$ cat src/rtl/s2mm_frame_ctrl.sv
// s2mm_frame_ctrl: sequences S2MM frame captures (flush, DataMover command, status) with ping-pong buffers.
// Optional watchdog on CAPTURE/STATUS: define S2MM_TIMEOUT_EN.
module s2mm_frame_ctrl #(
    parameter int ADDR_W  = 32,
    parameter int BTT_W   = 23,
    parameter int RST_CYC = 8
`ifdef S2MM_TIMEOUT_EN
    , parameter int TMO_CYC = 2**26
`endif
) (
    input  logic              sys_clk,
    input  logic              sys_rst,
    input  logic              ctrl_start,
    input  logic              ctrl_stop,
    input  logic              ctrl_continuous,
    input  logic [31:0]       cfg_frame_bytes,
    input  logic [ADDR_W-1:0] cfg_addr0,
    input  logic [ADDR_W-1:0] cfg_addr1,
    output logic              new_frame,
    output logic [31:0]       expBytes,
    input  logic [31:0]       dataCnt,
    input  logic              FIFO_overflow,
    input  logic              axis_last_hs,
    output logic [71:0]       cmd_tdata,
    output logic              cmd_tvalid,
    input  logic              cmd_tready,
    input  logic [7:0]        sts_tdata,
    input  logic              sts_tvalid,
    output logic              sts_tready,
    output logic              busy,
    output logic              frame_done,
    output logic [15:0]       frame_cnt,
    output logic              buf_sel,
    output logic              err_cfg,
    output logic              err_ovf,
    output logic              err_dma,
    output logic              err_tmo
);
    localparam logic [2:0] IDLE = 3'd0, FLUSH = 3'd1, ISSUE = 3'd2, CAPTURE = 3'd3, STATUS = 3'd4, ERROR = 3'd5;
    localparam int FC_W = $clog2(RST_CYC);

    logic [2:0]        state;
    logic [FC_W-1:0]   flush_cnt;
    logic [ADDR_W-1:0] addr0_q, addr1_q, cur_addr;
    logic              stop_pending;
    logic              ovf_s1, ovf_s2, ovf_s3;
    logic              sts_buf_vld, sts_buf_ok;
    logic              cfg_bad, ovf_err, sts_avail, sts_ok, tmo_hit;
    logic              unused_sts;

    assign unused_sts = ^sts_tdata[6:0];
    assign busy       = state != IDLE && state != ERROR;
    assign new_frame  = state == FLUSH || state == ERROR;
    assign cmd_tvalid = state == ISSUE;
    // A status word may beat axis_last_hs; hold one in CAPTURE and stop accepting until it is consumed.
    assign sts_tready = state == ERROR || ((state == CAPTURE || state == STATUS) && !sts_buf_vld);
    assign cur_addr   = buf_sel ? addr1_q : addr0_q;
    assign cmd_tdata  = cmd_tvalid ? {4'h0, frame_cnt[3:0], 32'(cur_addr), 1'b0, 1'b1, 6'h0, 1'b1, expBytes[22:0]} : '0;
    assign cfg_bad    = cfg_frame_bytes == 32'd0 || |cfg_frame_bytes[1:0] || {1'b0, cfg_frame_bytes} >= (33'd1 << BTT_W);
    assign ovf_err    = (busy && ovf_s2 && !ovf_s3) || (state == CAPTURE && dataCnt > expBytes);
    assign sts_avail  = sts_buf_vld || sts_tvalid;
    assign sts_ok     = sts_buf_vld ? sts_buf_ok : sts_tdata[7];

`ifdef S2MM_TIMEOUT_EN
    localparam int TW = $clog2(TMO_CYC + 1);
    logic [TW-1:0] tmo_cnt;
    always_ff @(posedge sys_clk) begin
        if (sys_rst || (state == ISSUE && cmd_tready))
            tmo_cnt <= '0;
        else if (state == CAPTURE || state == STATUS)
            tmo_cnt <= tmo_cnt + 1'b1;
    end
    assign tmo_hit = (state == CAPTURE || state == STATUS) && tmo_cnt == TW'(TMO_CYC - 1);
`else
    assign tmo_hit = 1'b0;
`endif

    always_ff @(posedge sys_clk) begin
        if (sys_rst) begin
            state        <= IDLE;
            flush_cnt    <= '0;
            addr0_q      <= '0;
            addr1_q      <= '0;
            stop_pending <= 1'b0;
            {ovf_s1, ovf_s2, ovf_s3} <= '0;
            sts_buf_vld  <= 1'b0;
            sts_buf_ok   <= 1'b0;
            expBytes     <= '0;
            frame_cnt    <= '0;
            buf_sel      <= 1'b0;
            frame_done   <= 1'b0;
            {err_cfg, err_ovf, err_dma, err_tmo} <= '0;
        end else begin
            {ovf_s1, ovf_s2, ovf_s3} <= {FIFO_overflow, ovf_s1, ovf_s2};
            frame_done <= 1'b0;
            if (busy)
                stop_pending <= stop_pending | ctrl_stop;
            if (ovf_err || tmo_hit) begin
                if (ovf_err)
                    err_ovf <= 1'b1;
                if (tmo_hit)
                    err_tmo <= 1'b1;
                sts_buf_vld <= 1'b0;
                state       <= ERROR;
            end else begin
                case (state)
                    IDLE, ERROR: begin
                        sts_buf_vld <= 1'b0;
                        if (ctrl_start && cfg_bad) begin
                            err_cfg      <= 1'b1;
                            stop_pending <= 1'b0;
                            state        <= IDLE;
                        end else if (ctrl_start) begin
                            addr0_q      <= cfg_addr0;
                            addr1_q      <= cfg_addr1;
                            expBytes     <= cfg_frame_bytes;
                            frame_cnt    <= '0;
                            buf_sel      <= 1'b0;
                            flush_cnt    <= '0;
                            stop_pending <= ctrl_stop;
                            {err_cfg, err_ovf, err_dma, err_tmo} <= '0;
                            state        <= FLUSH;
                        end else if (state == IDLE) begin
                            stop_pending <= 1'b0;
                        end
                    end
                    FLUSH: begin
                        flush_cnt <= flush_cnt + 1'b1;
                        if (flush_cnt == FC_W'(RST_CYC - 1))
                            state <= ISSUE;
                    end
                    // An accepted command cannot be withdrawn, so the handshake outranks a stop.
                    ISSUE: state <= cmd_tready ? CAPTURE : ctrl_stop ? IDLE : ISSUE;
                    CAPTURE: begin
                        if (sts_tvalid && !sts_buf_vld) begin
                            sts_buf_vld <= 1'b1;
                            sts_buf_ok  <= sts_tdata[7];
                        end
                        if (axis_last_hs)
                            state <= STATUS;
                    end
                    STATUS: begin
                        if (sts_avail) begin
                            sts_buf_vld <= 1'b0;
                            if (!sts_ok) begin
                                err_dma <= 1'b1;
                                state   <= ERROR;
                            end else begin
                                frame_done <= 1'b1;
                                frame_cnt  <= frame_cnt + 1'b1;
                                if (stop_pending || ctrl_stop || !ctrl_continuous) begin
                                    state <= IDLE;
                                end else begin
                                    buf_sel   <= ~buf_sel;
                                    flush_cnt <= '0;
                                    state     <= FLUSH;
                                end
                            end
                        end
                    end
                    default: state <= IDLE;
                endcase
            end
        end
    end
endmodule

$ cat config.mk
export PLATFORM = sky130hd
export DESIGN_NAME = s2mm_frame_ctrl
export DESIGN_NICKNAME = d
export VERILOG_FILES = /design/src/rtl/s2mm_frame_ctrl.sv
export SDC_FILE = /design/constraint.sdc
export NUM_CORES = 1
export LEC_CHECK = 0
export BUFFER_PORTS_ARGS = -buffer_cell sky130_fd_sc_hd__buf_2
export CORE_MARGIN = 2
export CORE_UTILIZATION = 35
export CTS_CLUSTER_DIAMETER = 40
export DETAILED_ROUTE_END_ITERATION = 16
export PLACE_DENSITY_LB_ADDON = 0.08
export SETUP_SLACK_MARGIN = 0.4
export SLEW_MARGIN = 20
export SYNTH_ARGS = -nofsm -noshare
export SYNTH_HDL_FRONTEND = slang
export SYNTH_SLANG_ARGS = --single-unit
export TNS_END_PERCENT = 1
$ cat constraint.sdc
create_clock -name sys_clk -period 4.1 [get_ports sys_clk]
set_input_delay 0.41 -clock sys_clk [delete_from_list [all_inputs] [get_ports sys_clk]]
set_output_delay 0.41 -clock sys_clk [all_outputs]
set_load 0.01 [all_outputs]
==> results of run 1 <==
==> flip-flops by register name (all words and copies together) (netlist names), 3 cells and up <==
register	cells
expBytes	32
addr0_q	32
frame_cnt	16
flush_cnt	3
state	3
addr1_q	32
==> routing by layer <==
| layer | track usage | up-vias |
|---|---|---|
| met2 | 0.3204 | 167 |
| met5 | 0 | - |
| li1 | - | 3339 |
| met1 | 0.2465 | 2986 |
| met3 | 0.06007 | 28 |
| met4 | 0.06421 | 4 |
==> stage by stage <==
step           std cells  area, um2  hold WS (ns)
2_1_floorplan        865       6684        0.4138
3_3_place_gp        1300       8009        0.4177
3_5_place_dp        1300       8009        0.4283
4_1_cts             1332       8611        0.1860
5_1_grt             1332       8611        0.2151
6_report            1335       8618        0.1995
==> critical path, delay by kind of cell (launching register included) <==
kind / cells / cell delay (ns)
flip-flops: 1 / 0.72
AND/OR/NAND/NOR: 3 / 1.04
buffers and inverters: 2 / 0.55
==> where the power goes <==
| part | internal (uW) | total (uW) | switching [uW] |
|---|---|---|---|
| sequential | 1280 | 1350 | 62.7 |
| clock | 940 | 1560 | 620 |
| combinational | 249 | 594 | 345 |
| total | 2470 | 3500 | 1030 |
==> worst max-delay path by stage <==
stage                                    startpoint                    end  slack [ns]  cells past startpoint
after floorplan           expBytes[23]$_SDFFE_PP0P_  state[1]$_SDFFE_PP0P_        1.91                      8
after global placement                  dataCnt[14]  frame_done$_SDFF_PP0_        1.30                      8
after detailed placement                dataCnt[14]  frame_done$_SDFF_PP0_        1.27                      8
after CTS                     state[2]$_SDFFE_PP0P_          cmd_tdata[59]        0.94                      5
after global routing          state[2]$_SDFFE_PP0P_          cmd_tdata[64]        0.75                      5
final                         state[2]$_SDFFE_PP0P_          cmd_tdata[59]        0.96                      5
==> cells in the mapped netlist, types with 3 or more instances <==
library cell	number	area (um2)
and3_1	3	18.77
buf_1	5	18.77
a21oi_1	121	605.6
o21ai_0	19	95.09
nor2_1	79	296.5
nor2b_1	7	43.79
dfxtp_1	129	2582
nor3_1	3	15.01
clkbuf_1	24	90.09
a21o_1	6	45.04
and2_1	8	50.05
o31ai_1	3	22.52
mux2i_1	37	370.4
nand2_1	191	716.9
buf_4	21	157.7
nand4_1	13	81.33
inv_1	40	150.1
ha_1	35	437.9
buf_2	12	60.06
o31a_1	3	26.28
or4_1	4	30.03
or3_1	8	50.05
nor3b_1	3	22.52
nand2b_1	9	56.30
a31oi_1	3	18.77
nand3_1	16	80.08
nor4_1	10	62.56
==> logic make-up after synthesis <==
| kind of cell | after synthesis |
|---|---|
| AO/OA/AOI/OAI | 177 |
| multiplexers | 38 |
| XOR/XNOR | 3 |
| other | 1 |
| adder cells (fa/ha/maj) | 35 |
| buffers and inverters | 103 |
| flip-flops | 129 |
| AND/OR/NAND/NOR | 368 |
==> layout make-up <==
class / count / area, um2 / area share
sequential: 129 / 2584 / 0.2998
clock buffer: 19 / 452.9 / 0.05256
tap: 234 / 292.8 / 0.03397
inverter: 40 / 150.1 / 0.01742
multi-input combinational: 633 / 3623 / 0.4204
antenna: 3 / 7.507 / 0.0008711
timing repair buffer: 264 / 1359 / 0.1577
clock inverter: 13 / 148.9 / 0.01728
==> impl_metrics.env, run 1 <==
export IMPL_cap_violations=0
export IMPL_totalWireLength_um=20140
export IMPL_worstMarginPinSlew_ns=0.9421
export IMPL_grt_usage=0.1958
export IMPL_holdBufCountCts=0
export IMPL_setup_tns_final_ns=0
export IMPL_power_uw=3501
export IMPL_ys_warn_count=0
export IMPL_nets=1265
export IMPL_path_cells="nand2b_1 > or2_2 > buf_4 > nor2_1 > buf_2"
export IMPL_critical_path_required_ns=3.69
export IMPL_ys_ff_latch=129
export IMPL_cts_setup_buffers=0
export IMPL_io_pins=275
export IMPL_top_layer_used="met5"
export IMPL_synth_edf_count=0
export IMPL_synthSimpleGateAreaFrac=0.2496
export IMPL_synth_top_family_by_area="simple AND/OR/NAND/NOR gates"
export IMPL_critical_path_max_fanout=36
export IMPL_timing_rr_end="frame_done$_SDFF_PP0_"
export IMPL_area_growth_pct=29.74
export IMPL_die_h_um=141.8
export IMPL_clock_latency_ns=0.43
export IMPL_hold_viol=0
export IMPL_synthXorXnorAreaFrac=0.005086
export IMPL_syn_avg_cell_area_um2=7.778
export IMPL_endpoint_kind="output pin"
export IMPL_die_x_um=141.8
export IMPL_wl_met1_um=8801
export IMPL_antenna_found_initial=3
export IMPL_cts_sink_count=129
export IMPL_ctsResizeCount=0
export IMPL_grt_max_degree=78
export IMPL_clockBufferDepth=2
export IMPL_wl_per_cell_um=15.09
export IMPL_p_leak_uw=0.003519
export IMPL_rsz0062_at_grt="false"
export IMPL_final_setup_viol_count=0
export IMPL_cp_slowest_cell="dfxtp_1"
export IMPL_hold_path_class="input port to register"
export IMPL_die_area_um2=20100
export IMPL_cts_buffers_inserted=17
export IMPL_synthMuxAreaShare=0.05745
export IMPL_relSlewSlack=0.3719
export IMPL_worst_r2r_setup_slack_ns=1.33
export IMPL_num_rows=50
export IMPL_yosysUniqueCellTypes=57
export IMPL_ant_nets=0
export IMPL_synth_top_flop_cell="dfxtp_1"
export IMPL_cts_root_buf="clkbuf_16"
export IMPL_dpl_hpwl_um=14510
export IMPL_async_reset_ff_frac=0
export IMPL_finalClockSkew_ns=0.007381
export IMPL_fill_cells=1963
export IMPL_synth_compound_area_share=0.1592
export IMPL_powerDensity_nw_per_um2=406.2
export IMPL_post_drt_via_cell_ratio=4.887
export IMPL_remaining_drc_errors=0
export IMPL_seq_area_frac_synth=0.3888
export IMPL_postLayoutCoreUtil=0.4623
export IMPL_drive_above_1_share=0.2869
export IMPL_r2r_cells=8
export IMPL_first_iter_violations=239
export IMPL_r2r_start="expBytes[14]$_SDFFE_PP0P_"
export IMPL_coreArea_um2=18640
export IMPL_vias=6524
export IMPL_gr_total_overflow=0
export IMPL_critPathMaxStageDelay_ns=0.72
export IMPL_finalCritPeriodShare=0.7669
export IMPL_worstSetupStartpointType="register"
export IMPL_netlist_instances=854
export IMPL_yosys_area_share_adder=0.06593
export IMPL_gp_congestion=0.8591
export IMPL_wl_met3_um=1422
export IMPL_dr_pass1_iters=4
export IMPL_wl_met2_um=9560
export IMPL_final_common_cell="buf_2"
export IMPL_whs_path_depth=2
export IMPL_cts_clk_slew_worst_paths_ns=0.06
export IMPL_crit_type="register to output pin"
export IMPL_dp_slack_ns=1.275
export IMPL_holdCritStartpoint="FIFO_overflow"
export IMPL_irDropWorstVdd_mv=0.2798
export IMPL_arrival_ns=2.73
export IMPL_synth_area_um2=6643
export IMPL_cts_tree="done"
export IMPL_setup_slack_ns=0.9555
export IMPL_final_cell_mix="buf_2, nand2_1, dfxtp_1"
export IMPL_min_to="ovf_s1$_SDFF_PP0_"
export IMPL_initial_core_util=0.3563
export IMPL_grt_first_pass_wirelength_um=31220
export IMPL_slew_violations=0
export IMPL_outcome="complete, no violations"
export IMPL_min_period_ns=3.144
export IMPL_fmax_ghz=0.3180
export IMPL_htree_levels=4
export IMPL_portBuffers=255
export IMPL_grt_pass1_vias=6060
No activity file was read; power rests on OpenSTA's default activity.
==> run 2: changes to the inputs <==
--- a/config.mk
+++ b/config.mk
@@ -5,6 +5,7 @@
 export SDC_FILE = /design/constraint.sdc
 export NUM_CORES = 1
 export LEC_CHECK = 0
+export ABC_AREA = 1
 export BUFFER_PORTS_ARGS = -buffer_cell sky130_fd_sc_hd__buf_2
 export CORE_MARGIN = 2
 export CORE_UTILIZATION = 35
==> constraint.sdc (replaced) <==
create_clock -name sys_clk -period 2.7 [get_ports sys_clk]
set_input_delay 0.27 -clock sys_clk [delete_from_list [all_inputs] [get_ports sys_clk]]
set_output_delay 0.27 -clock sys_clk [all_outputs]
set_load 0.01 [all_outputs]
==> impl_metrics.env, run 2 <==
export IMPL_outcome="complete, no violations"
export IMPL_endpoint_kind="output pin"
export IMPL_power_uw=6269
export IMPL_hold_path_class="input port to register"
export IMPL_ant_nets=0
export IMPL_switching_share=0.3368
export IMPL_totalWireLength_um=21240
export IMPL_final_common_cell="buf_2"
export IMPL_cts_clk_slew_worst_paths_ns=0.06
export IMPL_rsz0062_at_grt="true"
export IMPL_crit_type="register to output pin"
export IMPL_cap_violations=0
export IMPL_worstMarginPinSlew_ns=0.6024
export IMPL_regArea_um2=2586
export IMPL_final_cell_mix="buf_2, nor2_1, inv_1, a21oi_1, dfxtp_1"
export IMPL_slew_violations=0
export IMPL_yosys_area_top_type_share=0.3747
export IMPL_yosys_top_cells_area="dfxtp_1, a21oi_1, nor2_1"
export IMPL_die_x_um=144.3
export IMPL_p_comb_frac=0.257
export IMPL_wl_per_cell_um=14.00
export IMPL_initial_core_util=0.3553
export IMPL_grt_pass1_vias=6186
export IMPL_yosysUniqueCellTypes=40
export IMPL_post_synth_top_count_cell="nor2_1"
export IMPL_synth_largest_area_cell="dfxtp_1"
export IMPL_area_growth_pct=31.63
export IMPL_worstSetupStartpointType="register"
export IMPL_coreArea_um2=19400
export IMPL_dp_slack_ns=0.4032
export IMPL_synth_top_flop_cell="dfxtp_1"
export IMPL_stdcell_count=1517
export IMPL_num_rows=51
export IMPL_dpl_hpwl_um=15610
export IMPL_hold_viol=0
export IMPL_arrival_ns=1.91
export IMPL_post_drt_via_cell_ratio=4.651
export IMPL_clock_latency_ns=0.42
export IMPL_multi_input_area_um2=3486
export IMPL_fmax_ghz=0.4579
export IMPL_nets=1420
export IMPL_htree_levels=4
export IMPL_drive_above_1_share=0.2716
export IMPL_critical_path_max_fanout=51
export IMPL_cts_sink_count=129
export IMPL_intPower_uw=4158
export IMPL_vias=7056
export IMPL_clkPwrFrac=0.382
export IMPL_finalClockSkew_ns=0.007720
export IMPL_setup_slack_ns=0.5161
export IMPL_powerDensity_nw_per_um2=691.1
export IMPL_portBuffers=255
export IMPL_die_area_um2=20830
export IMPL_grt_usage=0.1991
export IMPL_finalCritPeriodShare=0.8089
export IMPL_relSlewSlack=0.5978
export IMPL_grt_max_degree=56
export IMPL_antenna_found_initial=0
export IMPL_ys_ff_latch=129
export IMPL_async_reset_ff_frac=0
export IMPL_seqPwrFrac=0.361
export IMPL_whs_ns=0.04757
export IMPL_fill_cells=2183
export IMPL_seq_area_frac_synth=0.3747
export IMPL_reg_top3="addr0_q: 32 flops, addr1_q: 32 flops, expBytes: 32 flops"
export IMPL_gp_congestion=0.8078
export IMPL_cp_slowest_cell="dfxtp_1"
export IMPL_grt_first_pass_wirelength_um=32380
export IMPL_p_switching_uw=2112
export IMPL_remaining_drc_errors=0
export IMPL_antenna_cells=0
export IMPL_first_iter_violations=372
export IMPL_synth_edf_count=0
export IMPL_critPathMaxStageDelay_ns=0.40
export IMPL_dr_pass1_iters=5
export IMPL_cts_root_buf="clkbuf_16"
export IMPL_final_setup_viol_count=0
export IMPL_io_pins=275
export IMPL_netlist_instances=1000
export IMPL_cts_buffers_inserted=17
export IMPL_clockBufferDepth=2
export IMPL_irDropWorstVdd_mv=0.4454
export IMPL_min_period_ns=2.184
export IMPL_p_leak_uw=0.004291
export IMPL_path_cells="inv_2 > nor3_2 > inv_6 > buf_4 > nor2_1 > buf_2"
export IMPL_critical_path_required_ns=2.43
export IMPL_die_h_um=144.3
export IMPL_cts_tree="done"
export IMPL_ys_warn_count=0
export IMPL_post_place_cells=1483
export IMPL_syn_avg_cell_area_um2=6.892
export IMPL_gr_total_overflow=0
export IMPL_synth_area_um2=6892
export IMPL_setup_tns_final_ns=0
export IMPL_synthTopCellsByCount="nor2_1, a21oi_1, inv_1"
## run 2: stage by stage
stage	utilization	instance area, um2
final	0.4676	9071
after global routing	0.4676	9071
after CTS	0.4638	8996
after detailed placement	0.4320	8379
after global placement	0.4320	8379
after floorplan	-	6933
## run 2: power by group through the flow
stage	sequential (uW)	combinational, uW	clock, uW
after floorplan	2280	1120	0
after global placement	2300	1580	0
after detailed placement	2310	1590	0
after CTS	2270	1600	2460
after global routing	2300	1830	2550
final	2270	1610	2390
## run 2: worst max-delay path, delay by kind of cell, from the launching register on
kind | cells | cell delay, ns
and+or+nand+nor | 2 | 0.36
DFF | 1 | 0.40
buffers and inverters | 4 | 0.70
## run 2: final timing paths
check,startpoint,endpoint,slack (ns),cells past startpoint
worst min-delay path,FIFO_overflow,ovf_s1$_SDFF_PP0_,0.05,3
worst min register to register,ovf_s1$_SDFF_PP0_,ovf_s2$_SDFF_PP0_,0.40,2
worst max register to register,expBytes[13]$_SDFFE_PP0P_,frame_cnt[6]$_SDFFE_PP0P_,0.52,12
worst max-delay path,state[1]$_SDFFE_PP0P_,cmd_tdata[19],0.52,6
## run 2: final cells by class
class | instances | area share
Timing Repair Buffer | 275 | 0.1622
Clock inverter | 14 | 0.02000
Clock buffer | 17 | 0.04690
Inverter | 155 | 0.06497
Multi-Input combinational cell | 662 | 0.3843
Sequential cell | 129 | 0.2851
Tap cell | 265 | 0.03655
## run 2: logic make-up after synthesis
logic type,synth area share
AOI/OAI and AO/OA,0.1939
xor gates and xnor gates,0.01525
adders and majority gates,0.06354
buffers and inverters,0.1345
DFF,0.3747
other,0.0005441
and+or+nand+nor,0.2175
## run 2: metal layers
metal / vias to the layer above / GRT usage / wire length, um
li1: 3690 / - / -
met1: 3153 / 0.2584 / 9616
met2: 201 / 0.3375 / 9940
met5: - / 0 / 0
met4: 0 / 0.04139 / 159
met3: 12 / 0.04768 / 1526
## run 2: timing repair
item	CTS	global route
gates cloned	0	1
gates resized for setup	3	11
pin swaps	0	7
endpoints found under the setup margin	60	42
setup buffers	0	2
hold buffers	0	0
==> run 3: changes to the inputs <==
==> constraint.sdc (replaced) <==
create_clock -name sys_clk -period 2.03 [get_ports sys_clk]
set_input_delay 0.203 -clock sys_clk [delete_from_list [all_inputs] [get_ports sys_clk]]
set_output_delay 0.203 -clock sys_clk [all_outputs]
set_load 0.01 [all_outputs]
==> impl_metrics.env, run 3 (synthesis gave the netlist of run 2 again) <==
export IMPL_finalClockSkew_ns=0.007474
export IMPL_final_cell_area_um2=9888
export IMPL_die_area_um2=20830
export IMPL_grt_usage=0.2011
export IMPL_nets=1460
export IMPL_dr_pass1_iters=5
export IMPL_grt_max_degree=67
export IMPL_seqPwrFrac=0.345
export IMPL_p_leak_uw=0.004534
export IMPL_crit_type="register to register"
export IMPL_clock_latency_ns=0.42
export IMPL_cts_sink_count=129
export IMPL_placed_area_um2=8796
export IMPL_num_rows=51
export IMPL_antenna_found_initial=1
export IMPL_cts_tree="done"
export IMPL_die_h_um=144.3
export IMPL_post_place_cells=1515
export IMPL_critical_path_required_ns=2.38
export IMPL_ant_nets=0
export IMPL_cap_violations=0
export IMPL_first_iter_violations=322
export IMPL_outcome="finished, violations left"
export IMPL_remaining_drc_errors=0
export IMPL_wl_per_cell_um=13.83
export IMPL_dpl_hpwl_um=15510
export IMPL_die_x_um=144.3
export IMPL_min_period_ns=2.090
export IMPL_powerDensity_nw_per_um2=873.9
export IMPL_whs_ns=0.03634
export IMPL_slew_violations=0
export IMPL_irDropWorstVdd_mv=0.5853
export IMPL_gp_congestion=0.8790
export IMPL_final_cell_mix="buf_2, a21oi_1, inv_1"
export IMPL_intPower_uw=5711
export IMPL_grt_pass1_vias=6484
export IMPL_reg_top3="addr0_q: 32 flops, addr1_q: 32 flops, expBytes: 32 flops"
export IMPL_final_setup_viol_count=15
export IMPL_clkPwrFrac=0.355
export IMPL_cts_clk_slew_worst_paths_ns=0.06
export IMPL_portBuffers=255
export IMPL_post_drt_via_cell_ratio=4.649
export IMPL_arrival_ns=2.44
export IMPL_p_comb_frac=0.299
export IMPL_coreArea_um2=19400
export IMPL_hold_viol=0
export IMPL_drive_above_1_share=0.3885
export IMPL_antenna_cells=0
export IMPL_final_common_cell="buf_2"
export IMPL_gr_total_overflow=0
export IMPL_stdcell_count=1557
export IMPL_worstSetupStartpointType="register"
export IMPL_grt_first_pass_wirelength_um=32600
export IMPL_fmax_ghz=0.4784
export IMPL_switching_share=0.3391
export IMPL_critPathMaxStageDelay_ns=0.33
export IMPL_path_cells="inv_2 > ha_4 > a21oi_2 > nor2_1 > nor2_1 > nand3_2 > a21oi_2 > nand2_2 > a21oi_4 > buf_6 > buf_16 > nand4_1 > a21oi_1"
export IMPL_p_switching_uw=2930
export IMPL_hold_path_class="input port to register"
export IMPL_vias=7238
export IMPL_violations="negative setup slack"
export IMPL_cp_num_buf_inv=3
export IMPL_setup_slack_ns=-0.06045
export IMPL_cts_buffers_inserted=17
export IMPL_io_pins=275
export IMPL_cts_root_buf="clkbuf_16"
export IMPL_rsz0062_at_grt="true"
export IMPL_initial_core_util=0.3553
export IMPL_htree_levels=4
export IMPL_critical_path_top_delay_family="compound AO/OA/AOI/OAI gates"
export IMPL_cp_slowest_cell="dfxtp_2"
export IMPL_endpoint_kind="register"
export IMPL_clockBufferDepth=2
export IMPL_area_growth_pct=43.48
export IMPL_critical_path_max_fanout=7
export IMPL_finalCritPeriodShare=1.030
export IMPL_totalWireLength_um=21530
==> run 3: cell types whose count changed in the layout (fill, tap and decap cells not counted), sizes merged <==
cell         change
nand4            -1
clkinv           +1
buf             +40
inv              -2
dlygate4sd3      +1
clkbuf           +2
bufinv           -1
==> run 3: layout make-up <==
class	instances	area [um2]
repair buffers	316	1871
multi-input cells	661	3895
fillers	2058	9510
clock inverters	12	132.6
inverters	155	586.8
flip-flops and latches	129	2619
well taps	265	331.6
clock buffers	19	452.9
==> run 3: final timing paths <==
| check | from | end | slack, ns | depth (start not counted) |
|---|---|---|---|---|
| worst max-delay path | expBytes[21]$_SDFFE_PP0P_ | frame_cnt[4]$_SDFFE_PP0P_ | -0.06 | 13 |
| worst min-delay path | sts_tdata[7] | sts_buf_ok$_SDFFE_PP0P_ | 0.04 | 3 |
| worst max register to register | expBytes[21]$_SDFFE_PP0P_ | frame_cnt[4]$_SDFFE_PP0P_ | -0.06 | 13 |
| worst min register to register | ovf_s1$_SDFF_PP0_ | ovf_s2$_SDFF_PP0_ | 0.40 | 2 |
==> run 3: what timing repair did <==
| item | CTS | global route |
|---|---|---|
| pin swaps | 21 | 30 |
| setup endpoints to repair | 185 | 190 |
| hold buffers | 1 | 0 |
| gates resized for setup | 23 | 113 |
| hold endpoints to repair | 1 | 0 |
| gates cloned | 1 | 0 |
| setup buffers | 9 | 0 |
==> run 3: metal layers <==
| layer | GRT usage | part of all wire | up-vias |
|---|---|---|---|
| li1 | - | - | 3764 |
| met1 | 0.2585 | 0.45 | 3219 |
| met2 | 0.3290 | 0.47 | 217 |
| met3 | 0.04371 | 0.061 | 36 |
| met4 | 0.07971 | 0.025 | 2 |
| met5 | 0 | 0.00074 | - |
==> run 3: power groups by stage <==
stage	Clock, uW	Combinational [uW]	Sequential [uW]
finish	3070	2580	2990
global route	3250	2920	3020
CTS	3150	2430	2970
detailed placement	0	2320	3030
global placement	0	2310	3020
floorplan	0	1510	3040
==> run 3: per-stage QoR <==
step                      total power, uW  TNS [ns]    util  worst slack [ns]
after floorplan                      4557         0       -            0.2034
after global placement               5327  -0.06490  0.4534          -0.06310
after detailed placement             5343   -0.2191  0.4534          -0.06622
after CTS                            8553         0  0.4943           0.01598
after global routing                 9190    -2.638  0.5097           -0.1927
final                                8641   -0.3109  0.5097          -0.06045
==> run 3: tightest hold or removal path, stage by stage <==
cell and delay, ns:
buf_2 0.09, nor2_1 0.04, nor2_1 0.08
